### src/rtl/key_access_responder.sv
// Key-access responder: checks a 16-bit key per source and answers grant/deny; repeated denials start a timed lockout.
// Latency: request accepted at edge T gives rsp_valid high after edge T+1, so it is sampled high at edge T+2; at best one request every 3 cycles.
// Backpressure: req_ready is low outside IDLE, rsp_* hold until rsp_ready. Define KEY_ROTATE_EN to rotate a source's key after each grant.
module key_access_responder #(
    parameter int                KEY_W       = 16,
    parameter int                ADDR_W      = 10,
    parameter logic [KEY_W-1:0]  KEY_MEM     = 16'hA5A5,
    parameter logic [KEY_W-1:0]  KEY_REG     = 16'h3C3C,
    parameter int                MAX_FAILS   = 3,
    parameter int                LOCK_CYCLES = 16
) (
    input  logic              clk,
    input  logic              rst_n,
    input  logic              req_valid,
    output logic              req_ready,
    input  logic              req_src,
    input  logic [KEY_W-1:0]  req_key,
    input  logic [ADDR_W-1:0] req_addr,
    output logic              rsp_valid,
    input  logic              rsp_ready,
    output logic              rsp_grant,
    output logic              rsp_src,
    output logic [ADDR_W-1:0] rsp_addr,
    output logic              locked,
    output logic [1:0]        fail_count
);

    localparam int         CNT_W    = (LOCK_CYCLES > 1) ? $clog2(LOCK_CYCLES) : 1;
    localparam logic [1:0] MAX_F    = 2'(MAX_FAILS);
    localparam logic [CNT_W-1:0] LOCK_LOAD = CNT_W'(LOCK_CYCLES - 1);

    typedef enum logic [1:0] {IDLE, CHECK, RESP, LOCK} state_t;

    state_t             state_q, state_d;
    logic [KEY_W-1:0]   key_q, key_d;
    logic [CNT_W-1:0]   cnt_q, cnt_d;
    logic [1:0]         fail_q, fail_d;
    logic               grant_q, grant_d;
    logic               src_q, src_d;
    logic [ADDR_W-1:0]  addr_q, addr_d;
    logic               ready_q, ready_d;
    logic               vld_q, vld_d;
    logic               lock_q, lock_d;
    logic [KEY_W-1:0]   exp_mem, exp_reg;
    logic               grant_hs;

    // A granted response leaving the block; drives fail clearing and key rotation.
    assign grant_hs = (state_q == RESP) && rsp_ready && grant_q;

`ifdef KEY_ROTATE_EN
    logic [KEY_W-1:0] key_mem_q, key_mem_d, key_reg_q, key_reg_d;

    // Rotate only the key of the source that was just granted.
    always_comb begin
        key_mem_d = key_mem_q;
        key_reg_d = key_reg_q;
        if (grant_hs) begin
            if (src_q) key_reg_d = {key_reg_q[KEY_W-2:0], key_reg_q[KEY_W-1]};
            else       key_mem_d = {key_mem_q[KEY_W-2:0], key_mem_q[KEY_W-1]};
        end
    end

    // Expected-key registers, restored to the parameter values by reset.
    always_ff @(posedge clk or negedge rst_n) begin
        if (!rst_n) begin
            key_mem_q <= KEY_MEM;
            key_reg_q <= KEY_REG;
        end else begin
            key_mem_q <= key_mem_d;
            key_reg_q <= key_reg_d;
        end
    end

    assign exp_mem = key_mem_q;
    assign exp_reg = key_reg_q;
`else
    assign exp_mem = KEY_MEM;
    assign exp_reg = KEY_REG;
`endif

    // Next-state and next-output logic; registered outputs follow the next state.
    always_comb begin
        state_d = state_q;
        key_d   = key_q;
        cnt_d   = cnt_q;
        fail_d  = fail_q;
        grant_d = grant_q;
        src_d   = src_q;
        addr_d  = addr_q;
        case (state_q)
            IDLE: begin
                if (req_valid && ready_q) begin
                    src_d   = req_src;
                    key_d   = req_key;
                    addr_d  = req_addr;
                    state_d = CHECK;
                end
            end
            CHECK: begin
                grant_d = (key_q == (src_q ? exp_reg : exp_mem));
                state_d = RESP;
            end
            RESP: begin
                if (rsp_ready) begin
                    if (grant_q)             fail_d = 2'd0;
                    else if (fail_q != MAX_F) fail_d = fail_q + 2'd1;
                    if (fail_d == MAX_F) begin
                        state_d = LOCK;
                        cnt_d   = LOCK_LOAD;
                    end else begin
                        state_d = IDLE;
                    end
                end
            end
            LOCK: begin
                if (cnt_q == '0) begin
                    fail_d  = 2'd0;
                    state_d = IDLE;
                end else begin
                    cnt_d = cnt_q - 1'b1;
                end
            end
            default: state_d = IDLE;
        endcase
        ready_d = (state_d == IDLE);
        vld_d   = (state_d == RESP);
        lock_d  = (state_d == LOCK);
    end

    // State and output registers; reset aborts any transaction in flight.
    always_ff @(posedge clk or negedge rst_n) begin
        if (!rst_n) begin
            state_q <= IDLE;
            key_q   <= '0;
            cnt_q   <= '0;
            fail_q  <= 2'd0;
            grant_q <= 1'b0;
            src_q   <= 1'b0;
            addr_q  <= '0;
            ready_q <= 1'b0;
            vld_q   <= 1'b0;
            lock_q  <= 1'b0;
        end else begin
            state_q <= state_d;
            key_q   <= key_d;
            cnt_q   <= cnt_d;
            fail_q  <= fail_d;
            grant_q <= grant_d;
            src_q   <= src_d;
            addr_q  <= addr_d;
            ready_q <= ready_d;
            vld_q   <= vld_d;
            lock_q  <= lock_d;
        end
    end

    assign req_ready  = ready_q;
    assign rsp_valid  = vld_q;
    assign rsp_grant  = grant_q;
    assign rsp_src    = src_q;
    assign rsp_addr   = addr_q;
    assign locked     = lock_q;
    assign fail_count = fail_q;

endmodule

### config.mk
export PLATFORM = sky130hd
export DESIGN_NAME = key_access_responder
export DESIGN_NICKNAME = d
export VERILOG_FILES = /design/src/rtl/key_access_responder.sv
export SDC_FILE = /design/constraint.sdc
export NUM_CORES = 1
export LEC_CHECK = 0
export ABC_AREA = 0
export ABC_CLOCK_PERIOD_IN_PS = 4600
export BUFFER_PORTS_ARGS = -buffer_cell sky130_fd_sc_hd__clkbuf_2
export CORE_UTILIZATION = 54
export DETAILED_ROUTE_END_ITERATION = 10
export GPL_ROUTABILITY_DRIVEN = 0
export PLACE_DENSITY_LB_ADDON = 0.15
export SYNTH_ARGS = -nofsm -noshare
export SYNTH_HDL_FRONTEND = slang
export SYNTH_SLANG_ARGS = --single-unit
### constraint.sdc
create_clock -name clk -period 4.6 [get_ports clk]
set_input_delay 0 -clock clk [delete_from_list [all_inputs] [get_ports clk]]
set_output_delay 0 -clock clk [all_outputs]
set_load 0.005 [all_outputs]
### Word-level counts from Yosys, hierarchy flattened

Cells that the tools add are included.

| word-level totals | value |
|---|---|
| register bits | 39 |
| input bits | 31 |
| output and inout port bits | 17 |
| logic and storage cells | 49 |

| cells by class | value |
|---|---|
| add/sub/neg operators | 2 |
| equality and inequality tests | 12 |
| mux-type cells | 17 |
| reduce and logical (&&, ||, !) cells | 8 |

Operators by type and width:

| kind | number |
|---|---|
| $mux 2 | 10 |
| $eq 16x16->1 | 1 |
| $mux 16 | 1 |
| $mux 4 | 3 |
| $eq 2x2->1 const B | 5 |
| $ne 2x2->1 const B | 4 |
| $pmux 2 s4 | 1 |
| $pmux 4 s2 | 1 |
| $logic_not 2->1 | 2 |
| $logic_not 4->1 | 1 |
| $pmux 2 s2 | 1 |
| $reduce_and 4->1 | 1 |
| $sub 4x1->4 const B | 1 |
| $reduce_and 3->1 | 1 |
| $add 2x1->2 const B | 1 |
| $eq 2x1->1 const B | 1 |
| $ne 2x1->1 const B | 1 |
| $reduce_and 2->1 | 1 |
| $reduce_bool 2->1 | 1 |
| $logic_and 1x1->1 | 1 |

### Logic depth before layout (Yosys ltp)

Gate-level depths: netlist (run 1).

| depth | value |
|---|---|
| depth in word-level cells | 10 |
| mapped depth | 6 |
| depth with buffers taken out | 6 |

### Least setup slack after synthesis (run 1)

Ideal clock, no wire load.

| timing | value |
|---|---|
| kind | register -> register |
| start point | register cnt_q[0] |
| end point | register cnt_q[0] |
| library setup time | 125 ps |
| data arrival time | 1405 ps |
| required time | 4475 ps |
| path slack | 3070 ps |
| stages on the path, launching flop included | 7 |
| path buffers | 0 |
| clock period less this slack | 1530 ps |
| cells stage by stage | dfrtp_1 > inv_1 > ha_1 > or3b_4 > nand3_4 > nand2_4 > mux2_4 |

| between the ends | value |
|---|---|
| cells in the longest elaborated chain, start to end | 3 |
| elaborated cells between the ends (all ways) | 6 |
| classes of those cells | add/sub: 1; eq/ne: 1; mux: 2; reduce/logical: 2 |

RTL lines:

| element | line | RTL |
|---|---|---|
| start, declared | 36 | `logic [CNT_W-1:0] cnt_q, cnt_d;` |
| start signal, assigned | 146 | `cnt_q <= cnt_d;` |
| $sub 4x1->4 / $logic_not 4->1 (equally long branches) | 120, 116 |  |
| $mux 4 / $ne 2x2->1 (equally long branches) | - |  |
| $pmux 4 s2 / $reduce_and 4->1 (equally long branches) | - |  |

Parallel ways exist; a longest one is shown, timed or not. The select of a mux whose other input is x is not followed.
A chain may end at the register's enable or synchronous reset.

### Worst setup path after layout (run 1)

Same ends and word-level chain as after synthesis.

==> results of run 1 <==
[routing by layer]
layer | global-route usage [%] | wire length [um] | up-vias
li1 | - | - | 575
met1 | 25.76 | 1331 | 572
met2 | 37.87 | 1689 | 36
met3 | 6.920 | 156 | 7
met4 | 9.408 | 76 | 0
met5 | 0 | 0 | -
[report_power, final]
part / switching [uW] / internal [uW]
Sequential: 125 / 509
Combinational: 167 / 267
Clock: 117 / 169
[layout by cell type, fill, tap and decap left out, drive strengths merged]
master and count:
xor2 2, clkbuf 52, o41ai 1, nor4bb 1, clkinvlp 1, inv 2, or2 1, nor2b 1
nand3 4, ha 1, nand2 8, buf 1, a22o 1, nand4bb 1, nand2b 3, bufinv 2
or3b 1, nand3b 1, mux2 28, nand4b 1, dfrtp 39, o22a 1, o21ai 3, nor3 3
and4bb 2, dlygate4sd3 29, nand4 2, nor4b 1, nor2 3, a31oi 1
[synthesized netlist by cell type (2+ instances only)]
library cell / n / area share, %
dfrtp_1: 39 / 58
mux2_2: 27 / 18
nand2_1: 6 / 1.3
nand2b_1: 3 / 1.1
nand3_1: 3 / 0.90
nor2_1: 3 / 0.67
and4bb_2: 2 / 1.5
buf_4: 2 / 0.90
buf_6: 2 / 1.3
inv_1: 2 / 0.45
nand4_1: 2 / 0.75
nor3_1: 2 / 0.60
o21ai_0: 2 / 0.60
xor2_1: 2 / 1.0
[path summary, 6_finish.rpt]
check | from | to | slack (ps) | cells after the start
setup / recovery | cnt_q[0] | cnt_q[0] | 2900 | 6
hold / removal | req_valid | req_ready | 280 | 5
setup reg to reg | cnt_q[0] | cnt_q[0] | 2900 | 6
hold reg to reg | rsp_grant | rsp_grant | 520 | 2
max in group asynchronous | rst_n | key_q[7] | 3720 | 2
min in group asynchronous | rst_n | cnt_q[1] | 300 | 2
[registers in the layout (all words and copies together), names as in the netlist]
name / cells
fail_count: 2
rsp_grant: 1
locked: 1
rsp_valid: 1
state_q: 2
req_ready: 1
rsp_addr: 10
rsp_src: 1
cnt_q: 4
key_q: 16
[area by class of cell]
cell class              instances  area [um2]
clock buffers                   5       37.54
well taps                      31       38.79
fillers                       184       558.0
repair buffers                 77       533.0
inverters                       2       7.507
multi-input cells              71       634.4
clock inverters                 3       67.56
flip-flops and latches         39       975.9
[per-stage QoR]
step / hold slack, ps / instance area (um2) / setup slack (ps) / cells
after global placement: 164.3 / 1899 / 3038 / 191
after detailed placement: 181.6 / 1899 / 2941 / 191
after global routing: 303.6 / 2295 / 2860 / 228
after CTS: 265.3 / 2295 / 2905 / 228
after floorplan: -295.6 / 1670 / 3070 / 117
final: 279.0 / 2295 / 2901 / 228
[cell families (layout without fill, tap and decap cells)]
kind of cell	after synthesis	count (layout)
AOI/OAI and AO/OA	7	7
buffers and inverters	7	87
xor gates and xnor gates	2	2
DFF	39	39
and+or+nand+nor	33	33
adders and majority gates	1	1
muxes	28	28
[timing repair]
item | CTS | global route
hold buffers | 29 | 0
gates resized for setup | 0 | 0
endpoints found under the hold margin | 67 | 0
[worst max-delay path, stage by stage (launching register included)]
cell	delay, ps
dfrtp_1	410
inv_1	110
ha_1	200
or3b_4	420
nand3_4	130
nand2_4	70
mux2_4	260
==> results_dict.tcl, run 1 <==
set metrics [dict create \
    firstDrtPassIters 7 \
    drive_gt1_share_pct 46.70 \
    place_hpwl_um 2010 \
    via_count 1190 \
    synth-seq-cells 39 \
    total_power_uw 1353 \
    numCtsBuffers 5 \
    peakVddDrop_mv 0.5191 \
    postRouteAntennaNets 0 \
    finalSetupViolations 0 \
    worstPathRequired_ps 4850 \
    end_kind "flop" \
    min_path_type "in2reg" \
    syn_to_final_growth_pct 37.38 \
    cp-start-kind "flop" \
    slew_headroom_pct 37.91 \
    drc_errors 5 \
    ctsRootBufferMaster "clkbuf_4" \
    cp.arrival_ps 1950 \
    worst-path-max-fanout 4 \
    avgViaCountPerCell 5.219 \
    ys_types 34 \
    die_y_um 57.62 \
    synth_mux_area_share_pct 19.10 \
    wl_per_cell_um 14.27 \
    grt_pass1_wl_um 5388 \
    skew_ps 10.35 \
    cts.clk_slew.worst_paths_ps 120 \
    clock_latency_ps 350 \
    die_area_mm2 0.003319 \
    grt_overflow 0 \
    post-route-util_pct 80.44 \
    synth_fa_ha_area_share_pct 0.7491 \
    min_period_ps 1699 \
    synth_nets 149 \
    post_cts_buffers 0 \
    cts_sinks 39 \
    fin_nets 228 \
    p_leak_uw 0.001057 \
    rsz0062_at_grt "no" \
    yosys_warnings 0 \
    start_util_pct 58.55 \
    synth_top_family_by_area "multiplexers" \
    fin_setup_tns_ps 0 \
    grt_pass1_vias 1192 \
    powerDensity_mw_per_mm2 589.6 \
    totalWireLength_um 3253 \
    antenna_found_initial 0 \
    die_x_um 57.62 \
    fin_crit_sh_pct 36.94 \
    run_status "finished, violations left" \
    grt_max_degree 40 \
    antenna_cells 0 \
    ys_seq_area_share_pct 58.43 \
    rows 19 \
    synth-edff-count 0 \
    fmax_mhz 588.4 \
    maxCapViolations 0 \
    cts_tree "yes" \
    clk_path_buf_depth 2 \
    drv_slew 0 \
    synth-simple-area-share_pct 14.16 \
    path_class "reg2reg" \
    syn_avg_cell_area_um2 14.28 \
    netlist_instances 117 \
    synth-async-reset-ratio_pct 100.0 \
    htreeDepth 2 \
    synthXorXnorAreaFrac_pct 1.049 \
    ys.flop_type "dfrtp_1" \
    io_buffers 47 \
    design.core.area_mm2 0.002853 \
    io_pins 48 \
    drt-initial-drc-count 35 \
    final-hold-violation-count 0 \
    violations "design-rule violations" \
    synth_compound_area_share_pct 2.921 \
    syn_area_mm2 0.001670 \
    worst_pin_slew_ps 931.4 \
    grt_use_total_pct 22.13 \
]
Note: power is estimated with default switching activity, not from simulation.
==> inputs of run 2 (changes only) <==
--- a/config.mk
+++ b/config.mk
@@ -6,9 +6,9 @@
 export NUM_CORES = 1
 export LEC_CHECK = 0
 export ABC_AREA = 0
-export ABC_CLOCK_PERIOD_IN_PS = 4600
+export ABC_CLOCK_PERIOD_IN_PS = 1400
 export BUFFER_PORTS_ARGS = -buffer_cell sky130_fd_sc_hd__clkbuf_2
-export CORE_UTILIZATION = 54
+export CORE_UTILIZATION = 46
 export DETAILED_ROUTE_END_ITERATION = 10
 export GPL_ROUTABILITY_DRIVEN = 0
 export PLACE_DENSITY_LB_ADDON = 0.15
==> constraint.sdc (replaced) <==
create_clock -name clk -period 1.4 [get_ports clk]
set_input_delay 0 -clock clk [delete_from_list [all_inputs] [get_ports clk]]
set_output_delay 0 -clock clk [all_outputs]
set_load 0.005 [all_outputs]
==> run 2 against run 1 <==
Effect of this change:
- the flow finishes with violations (negative setup slack)
- combinational power increased to 5.7 times the previous value
- final cell count increased by 17%
- via count increased by 11%
- utilization decreased by 1.0 points
- first-iteration DRC count increased by 23%
- worst setup slack got worse by 3000 ps
- count of clock-buffer cells in the layout increased by 1
- final area increased by 18%
- non-clock buffer count increased by 23
- critical path type unchanged
- largest power group is now combinational logic
- highest routed layer unchanged
==> results_dict.tcl, run 2 (same netlist as run 1, synthesis figures left out) <==
set metrics [dict create \
    start_util_pct 48.90 \
    nFillCells 206 \
    violations "negative setup slack" \
    totalWireLength_um 4081 \
    ctsRootBufferMaster "clkbuf_4" \
    cp-start-kind "flop" \
    drc_errors 0 \
    antenna_found_initial 0 \
    firstDrtPassIters 4 \
    drv_slew 0 \
    worst_pin_slew_ps 473.4 \
    path_class "reg2reg" \
    p_comb_share_pct 46.3 \
    post-route-util_pct 79.41 \
    skew_ps 16.18 \
    fin_nets 251 \
    postRouteAntennaNets 0 \
    fmax_mhz 659.8 \
    p_sw_share_pct 30.34 \
    wl_per_cell_um 15.34 \
    grt_use_total_pct 22.41 \
    drive_gt1_share_pct 55.91 \
    run_status "finished, violations left" \
    antenna_cells 0 \
    powerDensity_mw_per_mm2 1972 \
    p_leak_uw 0.001295 \
    final-hold-violation-count 0 \
    io_buffers 47 \
    grt_pass1_vias 1386 \
    cp.arrival_ps 1760 \
    die_x_um 62.26 \
    drt-initial-drc-count 43 \
    via_count 1326 \
    syn_to_final_growth_pct 62.40 \
    largest_register_ffs 16 \
    die_y_um 62.26 \
    rows 21 \
    finalSetupViolations 33 \
    place_hpwl_um 2333 \
    fin_setup_tns_ps -1214 \
    p_int_uw 3726 \
    clkPwrFrac_pct 14.8 \
    slew_headroom_pct 68.44 \
    clock_latency_ps 350 \
    end_kind "flop" \
    fin_crit_sh_pct 108.3 \
    cts_tree "yes" \
    worstPathRequired_ps 1650 \
    layout_setup_ws_ps -115.7 \
    place_area_mm2 0.002048 \
    seq_power_share_pct 39.0 \
    maxCapViolations 0 \
    cts_sinks 39 \
    switchingPower_uw 1623 \
    io_pins 48 \
    min_period_ps 1516 \
    final_cell_mix "clkbuf_2, dfrtp_1, dlygate4sd3_1" \
    cts.clk_slew.worst_paths_ps 120 \
    worst-path-max-fanout 4 \
    avgViaCountPerCell 4.985 \
    grt_pass1_wl_um 6555 \
    stdcell_area_mm2 0.002713 \
    total_power_uw 5349 \
    place_ws_ps -88.95 \
    design.core.area_mm2 0.003416 \
    clk_path_buf_depth 2 \
    die_area_mm2 0.003876 \
    rsz0062_at_grt "yes" \
    grt_overflow 0 \
    r2r_cells 6 \
    final_common_cell "clkbuf_2" \
    htreeDepth 2 \
    grt_max_degree 40 \
    peakVddDrop_mv 1.064 \
    numCtsBuffers 5 \
    min_path_type "in2async" \
    top_register "key_q" \
]
## run 2: changes by cell type in the layout (fill, tap and decap cells not counted), moves of 2 or more
cell	previous run	this run
mux2_4	1	28
dfrtp_2	0	2
mux2_2	27	0
o21ai_1	1	3
buf_4	1	14
o21ai_0	2	0
inv_1	2	0
inv_2	0	2
buf_6	0	4
buf_16	0	3
dfrtp_1	39	37
## run 2: stage by stage
stage	hold WS (ps)	std cells
2_1_floorplan	-295.6	117
3_3_place_gp	75.35	216
3_5_place_dp	75.84	216
4_1_cts	238.9	261
5_1_grt	253.6	266
6_report	218.5	266
## run 2: final cells by class
class	count	area, um2	share of cell area (%)
tap	46	57.56	2.122
sequential	39	978.4	36.07
timing repair buffer	100	818.3	30.17
clock inverter	2	35.03	1.292
multi-input combinational	71	764.5	28.18
inverter	2	7.507	0.2768
clock buffer	6	51.30	1.891
## run 2: final timing paths
kind,slack (ps),start,endpoint
min reg2reg,520,key_q[1],key_q[1]
min in group clk,310,req_valid,req_ready
max in group asynchronous,830,rst_n,state_q[1]
max reg2reg,-120,cnt_q[0],cnt_q[0]
min,220,rst_n,cnt_q[2]
max,-120,cnt_q[0],cnt_q[0]
## run 2: power groups by stage
stage	clock network (uW)	logic [uW]	registers [uW]
2_1_floorplan	0	1180	1990
3_3_place_gp	0	1640	2030
3_5_place_dp	0	1700	2080
4_1_cts	801	2320	2060
5_1_grt	861	2670	2150
6_report	789	2470	2090
## run 2: timing repair
action / CTS / global route
setup buffers: 5 / 4
hold buffers: 29 / 0
cloned: 3 / 1
endpoints found under the setup margin: 26 / 38
pin swaps: 2 / 4
hold endpoints to repair: 67 / 0
gates resized for setup: 28 / 7
## run 2: per-layer routing
layer | vias up | wire, um | global-route usage [%] | share of wire (%)
li1 | 621 | - | - | -
met1 | 648 | 1689 | 26.10 | 41
met2 | 51 | 2169 | 40.25 | 53
met3 | 6 | 172 | 4.596 | 4.2
met4 | 0 | 50 | 8.721 | 1.2
met5 | - | 0 | 0 | 0
## run 2: critical path, cell delays in order (launching register included)
cell	delay [ps]
dfrtp_1	420
inv_2	80
ha_4	120
or3b_4	400
nand3_4	80
nand2_4	60
mux2_4	250
